## src/rtl/sfifo_stream_reader_pkg.sv

```systemverilog
// Shared constants for the sFIFO consumer-side stream reader.
// Word width is shared with sFIFO; skid depth sizes the credit window.
package sfifo_stream_reader_pkg;

  localparam int unsigned FIFO_WIDTH     = 8;
  localparam int unsigned SKID_DEPTH     = 3;
  localparam int unsigned OCC_W          = 2;
  localparam int unsigned CRED_W         = OCC_W + 1;
  localparam int unsigned FRAME_LEN_DFLT = 4;

  // Beat counter width for a given frame length, never narrower than 1 bit.
  function automatic int unsigned beat_width(input int unsigned frame_len);
    return (frame_len > 1) ? int'($clog2(frame_len)) : 1;
  endfunction

  localparam int unsigned BEAT_W_DFLT = beat_width(FRAME_LEN_DFLT);

endpackage

```

## src/rtl/sfifo_stream_reader_if.sv

```systemverilog
// FIFO read-side and downstream stream signals of the sFIFO stream reader.
// master = the reader; slave = FIFO plus stream sink.
interface sfifo_stream_reader_if
  import sfifo_stream_reader_pkg::*;
#(
  parameter int unsigned WIDTH = FIFO_WIDTH
) ();

  logic             fifo_empty;
  logic [WIDTH-1:0] fifo_data;
  logic             fifo_rreq;
  logic [WIDTH-1:0] m_data;
  logic             m_valid;
  logic             m_ready;
  logic             m_last;

  modport master (
    input  fifo_empty, fifo_data, m_ready,
    output fifo_rreq, m_data, m_valid, m_last
  );

  modport slave (
    output fifo_empty, fifo_data, m_ready,
    input  fifo_rreq, m_data, m_valid, m_last
  );

endinterface

```

## src/rtl/sfifo_stream_reader_skid_buf3.sv

```systemverilog
// Three-entry circular skid queue that absorbs the FIFO read latency.
// The head entry is always presented on dout; pop is ignored when empty.
module stream_skid_buf3
  import sfifo_stream_reader_pkg::*;
#(
  parameter int unsigned WIDTH = FIFO_WIDTH
) (
  input  logic             clk,
  input  logic             reset,
  input  logic             push,
  input  logic             pop,
  input  logic [WIDTH-1:0] din,
  output logic [WIDTH-1:0] dout,
  output logic             valid,
  output logic [OCC_W-1:0] occ
);

  logic [WIDTH-1:0] mem [SKID_DEPTH];
  logic [OCC_W-1:0] head;
  logic [OCC_W-1:0] tail;
  logic             do_pop;

  function automatic logic [OCC_W-1:0] wrap_inc(input logic [OCC_W-1:0] p);
    return (p == OCC_W'(SKID_DEPTH - 1)) ? '0 : p + OCC_W'(1);
  endfunction

  assign valid  = (occ != '0);
  assign do_pop = pop & valid;
  assign dout   = mem[head];

  always_ff @(posedge clk) begin
    if (reset) begin
      head <= '0;
      tail <= '0;
      occ  <= '0;
      for (int unsigned i = 0; i < SKID_DEPTH; i++) mem[i] <= '0;
    end else begin
      if (push) begin
        mem[tail] <= din;
        tail      <= wrap_inc(tail);
      end
      if (do_pop) head <= wrap_inc(head);
      // Simultaneous push and pop leaves occupancy unchanged.
      case ({push, do_pop})
        2'b10:   occ <= occ + OCC_W'(1);
        2'b01:   occ <= occ - OCC_W'(1);
        default: occ <= occ;
      endcase
    end
  end

endmodule

```

## src/rtl/sfifo_stream_reader.sv

```systemverilog
// Consumer-side engine for sFIFO: credit-based reads, skid buffering,
// and valid/ready output with frame delimiting and a frame counter.
module sfifo_stream_reader
  import sfifo_stream_reader_pkg::*;
#(
  parameter int unsigned WIDTH     = FIFO_WIDTH,
  parameter int unsigned FRAME_LEN = FRAME_LEN_DFLT,
  parameter int unsigned CNT_W     = 16
) (
  input  logic                   clk,
  input  logic                   reset,
  input  logic                   enable,
  sfifo_stream_reader_if.master  bus,
  output logic [CNT_W-1:0]       frame_count,
  output logic                   busy
);

  localparam int unsigned       BEAT_W    = beat_width(FRAME_LEN);
  localparam logic [BEAT_W-1:0] LAST_BEAT = BEAT_W'(FRAME_LEN - 1);

  logic              in_flight;
  logic [OCC_W-1:0]  occ;
  logic              buf_valid;
  logic              pop;
  logic [BEAT_W-1:0] beat_cnt;
  logic [CRED_W-1:0] credit_used;

  stream_skid_buf3 #(.WIDTH(WIDTH)) u_buf (
    .clk   (clk),
    .reset (reset),
    .push  (in_flight),
    .pop   (pop),
    .din   (bus.fifo_data),
    .dout  (bus.m_data),
    .valid (buf_valid),
    .occ   (occ)
  );

  // Request only from registered state so m_ready never reaches fifo_rreq.
  always_comb begin
    credit_used   = CRED_W'(occ) + CRED_W'(in_flight);
    bus.fifo_rreq = ~reset & enable & ~bus.fifo_empty
                    & (credit_used < CRED_W'(SKID_DEPTH));
    bus.m_valid   = buf_valid & ~reset;
    bus.m_last    = bus.m_valid & (beat_cnt == LAST_BEAT);
    pop           = bus.m_valid & bus.m_ready;
    busy          = ~reset & (buf_valid | in_flight);
  end

  always_ff @(posedge clk) begin
    if (reset) begin
      in_flight   <= 1'b0;
      beat_cnt    <= '0;
      frame_count <= '0;
    end else begin
      in_flight <= bus.fifo_rreq;
      if (pop) begin
        if (bus.m_last) begin
          beat_cnt    <= '0;
          frame_count <= frame_count + CNT_W'(1);
        end else begin
          beat_cnt <= beat_cnt + BEAT_W'(1);
        end
      end
    end
  end

endmodule

```

## src/flat_wrapper.sv

```systemverilog
// flat-port wrapper written by rule: the top's interface ports become plain ports
module sfifo_stream_reader_flat import sfifo_stream_reader_pkg::*;
#(
  parameter int unsigned WIDTH     = FIFO_WIDTH,
  parameter int unsigned FRAME_LEN = FRAME_LEN_DFLT,
  parameter int unsigned CNT_W     = 16
)
  (clk, reset, enable, frame_count, busy, bus_fifo_empty, bus_fifo_data, bus_m_ready, bus_fifo_rreq, bus_m_data, bus_m_valid, bus_m_last);
  sfifo_stream_reader_if #(.WIDTH(WIDTH)) bus_i ();
  input  logic clk;
  input  logic reset;
  input  logic enable;
  output logic [CNT_W-1:0] frame_count;
  output logic busy;
  input wire logic [$bits(bus_i.fifo_empty)-1:0] bus_fifo_empty;
  input wire logic [$bits(bus_i.fifo_data)-1:0] bus_fifo_data;
  input wire logic [$bits(bus_i.m_ready)-1:0] bus_m_ready;
  output wire logic [$bits(bus_i.fifo_rreq)-1:0] bus_fifo_rreq;
  output wire logic [$bits(bus_i.m_data)-1:0] bus_m_data;
  output wire logic [$bits(bus_i.m_valid)-1:0] bus_m_valid;
  output wire logic [$bits(bus_i.m_last)-1:0] bus_m_last;
  assign bus_i.fifo_empty = bus_fifo_empty;
  assign bus_i.fifo_data = bus_fifo_data;
  assign bus_i.m_ready = bus_m_ready;
  assign bus_fifo_rreq = bus_i.fifo_rreq;
  assign bus_m_data = bus_i.m_data;
  assign bus_m_valid = bus_i.m_valid;
  assign bus_m_last = bus_i.m_last;
  sfifo_stream_reader #(.WIDTH(WIDTH), .FRAME_LEN(FRAME_LEN), .CNT_W(CNT_W)) u_core (.clk(clk), .reset(reset), .enable(enable), .bus(bus_i), .frame_count(frame_count), .busy(busy));
endmodule
```

## config.mk

```make
export PLATFORM = sky130hd
export DESIGN_NAME = sfifo_stream_reader_flat
export DESIGN_NICKNAME = d
export VERILOG_FILES = /design/src/rtl/sfifo_stream_reader_pkg.sv /design/src/rtl/sfifo_stream_reader_if.sv /design/src/rtl/sfifo_stream_reader_skid_buf3.sv /design/src/rtl/sfifo_stream_reader.sv /design/src/flat_wrapper.sv
export SDC_FILE = /design/constraint.sdc
export NUM_CORES = 1
export LEC_CHECK = 0
export CAP_MARGIN = 20
export CORE_MARGIN = 8
export CORE_UTILIZATION = 35
export CTS_CLUSTER_DIAMETER = 50
export DETAILED_ROUTE_END_ITERATION = 8
export GPL_TIMING_DRIVEN = 0
export PLACE_DENSITY = 0.58
export SYNTH_ARGS = -nofsm -noshare
export SYNTH_HDL_FRONTEND = slang
export SYNTH_SLANG_ARGS = --single-unit
```

## constraint.sdc

```tcl
create_clock -name clk -period 2.2 [get_ports clk]
set_clock_uncertainty 0.15 [all_clocks]
set_input_delay 0.44 -clock clk [delete_from_list [all_inputs] [get_ports clk]]
set_output_delay 0.44 -clock clk [all_outputs]
set_load 0.05 [all_outputs]
```

==> run summary <==
status - finished with violations
violated checks - setup timing
Max-Cap Viols - 0
Antenna Cells - 0
Max Clk Rate - 420.8 MHz
commonest non-fill, non-tap cells in the layout - edfxtp_1, and2_1, dfxtp_1
IO Port Bufs - 40
Syn Inst Count - 211
Avg WL per Cell - 14.77 um
Hold WC Path Type - reg -> reg
CTS tree - done
crit end category - output port
share of post-route cells with drive strength above 1 - 25.75%
slew margin rel. - 63.05%
largest net degree at the start of global routing - 12
ANT nets after route - 0
PwrDens - 767.1 nW/um^2
clock slew at reported path FFs - 70 ps
Rows - 31
Yosys top cell by area - edfxtp_1
Initial Utilization - 35.76%
worst slew pin tran - 551.3 ps
gr ovfl total - 0
nets@finish - 281
Num CTS Buffers - 9
Synth Warn # - 0
Yosys reg bits - 59
first-pass GRT wire length - 8.990 mm
H-tree levels - 3
WS Path Type - reg -> out
fin area - 3441 sq um
Max clock buf depth - 2
DR DRC count - 0
crit path DAT - 1790 ps
Final Max Slew Viols - 0
dominant cells by area after synthesis - edfxtp_1, dfxtp_1, mux4_2
endpoints failing setup - 1
worst-path fanout max - 2
Seq/Total Area, Yosys - 58.20%
routability cong. - 0.7012
die area - 10,370 sq um
Startpoint Class - register
Post-CTS Hold Fix Bufs - 0
Iter 0 DRT Violations - 45
Die Wd - 101.9 um
Sink Count - 59
cell area after synthesis - 2580 sq um
share of the synthesized area in the top cell type - 37.25%
Pre-Repair DR Iteration Count - 4
initial antenna violation count - 0
Syn Nets - 229
synthesis-to-layout area growth - 33.37%
Core Area - 7214 sq um
commonest non-fill, non-tap cell in the layout - edfxtp_1
hpwl dp - 3.775 mm
routed wire length - 5.421 mm
Final Hold Fails - 0
via density per instance - 4.733
maximum vdd ir drop - 0.3317 mV
Total GRT Usage - 11.50%
RSZ-0062 raised after global routing - true
final worst-path setup slack - -176.3 ps
number of global-route vias before repair - 1,853
CP Data Required Time - 1610 ps
placed inst area - 3158 sq um
post-synthesis cell type count - 36
IO Pins - 41
via count - 1,737
static leakage - 1.309 nW
syn_area_per_cell - 12.23 sq um
Final Cycle Share - 108.0%
Period minus WS final - 2376 ps
clk_lat worst skew - 330 ps
Die H - 101.9 um
Root Buffer - clkbuf_8
Power Total - 2.640 mW
## state kept, by name, indices dropped and copies added (netlist names), named ones only
signal / flops
u_core.in_flight: 1
u_core.u_buf.tail: 2
u_core.frame_count: 16
u_core.u_buf.head: 2
u_core.beat_cnt: 2
u_core.u_buf.occ: 2
u_core.u_buf.mem: 32
## power by group
part / internal (mW) / switching, mW
Clock: 0.750 / 0.441
Sequential: 1.19 / 0.0231
Combinational: 0.0975 / 0.141
Total: 2.03 / 0.605
## critical path: stages (launching register included)
cell	delay, ps
dfxtp_4	350
ha_4	160
ha_4	150
or4b_4	500
a21oi_4	130
buf_6	170
## timing repair
| action | in CTS | in global routing |
|---|---|---|
| endpoints found under the hold margin | 0 | 0 |
| cloned | 0 | 0 |
| buffers inserted | 3 | 0 |
| pin swaps | 2 | 1 |
| setup endpoints to repair | 68 | 13 |
| resized for setup | 71 | 12 |
## cell families (layout without fill, tap and decap cells)
family	count (synthesis)	after routing	synth area share, %
buf+inv	12	69	1.794
compound gates	17	17	4.171
flops	59	59	58.20
xor+xnor	10	10	3.395
fa+ha+maj	5	5	2.425
mux	13	13	9.117
simple gates	95	95	20.90
## synthesized netlist by cell type, drive strengths merged
| master | number |
|---|---|
| mux2 | 4 |
| xor2 | 2 |
| o31ai | 2 |
| nor4 | 5 |
| nor3b | 3 |
| and4b | 1 |
| and3 | 2 |
| edfxtp | 32 |
| or3 | 3 |
| a22o | 3 |
| nand4 | 2 |
| xnor2 | 8 |
| ha | 5 |
| or4b | 1 |
| dfxtp | 27 |
| nor2 | 21 |
| mux4 | 8 |
| o21bai | 1 |
| or4 | 2 |
| or2 | 4 |
| nor2b | 5 |
| inv | 5 |
| o21ai | 3 |
| mux2i | 1 |
| a21oi | 8 |
| buf | 2 |
| nand2 | 6 |
| nand2b | 2 |
| clkbuf | 5 |
| nand3 | 8 |
| and2 | 27 |
| nor3 | 3 |
## routing by layer
metal | global-route usage [%] | vias to the layer above | wire [um]
li1 | - | 865 | -
met1 | 12.91 | 818 | 2359
met2 | 18.86 | 41 | 2568
met3 | 3.815 | 13 | 367
met4 | 6.433 | 0 | 125
met5 | 0 | - | 0
## path summary, 6_finish.rpt
check / endpoint / start / slack, ps / cells after the start
setup / recovery: bus_fifo_rreq / u_core.u_buf.occ[0] / -180 / 5
hold / removal: u_core.beat_cnt[1] / u_core.beat_cnt[1] / 330 / 2
setup reg to reg: u_core.u_buf.occ[1] / u_core.u_buf.occ[0] / 150 / 9
hold reg to reg: u_core.beat_cnt[1] / u_core.beat_cnt[1] / 330 / 2
## final cells by class
cell class	instances	area, sq um
clock buffer	9	123.9
fill	703	3774
inverter	5	22.52
tap	99	123.9
sequential	59	1515
timing repair buffer	43	389.1
buffer	5	31.28
multi-input combinational	140	1119
clock inverter	7	116.4
## stage by stage
step | setup TNS (ps) | cells | hold WS (ps) | worst slack, ps | utilization (%)
after floorplan | 0 | 211 | 303.3 | 10.45 | -
after global placement | -39930 | 350 | 316.5 | -877.7 | 43.77
after detailed placement | -42260 | 350 | 321.6 | -886.5 | 43.77
after CTS | -425.4 | 367 | 332.7 | -228.7 | 47.43
after global routing | -227.9 | 367 | 370.7 | -227.9 | 47.69
final | -176.3 | 367 | 328.2 | -176.3 | 47.69
Note: power is estimated with default switching activity, not from simulation.
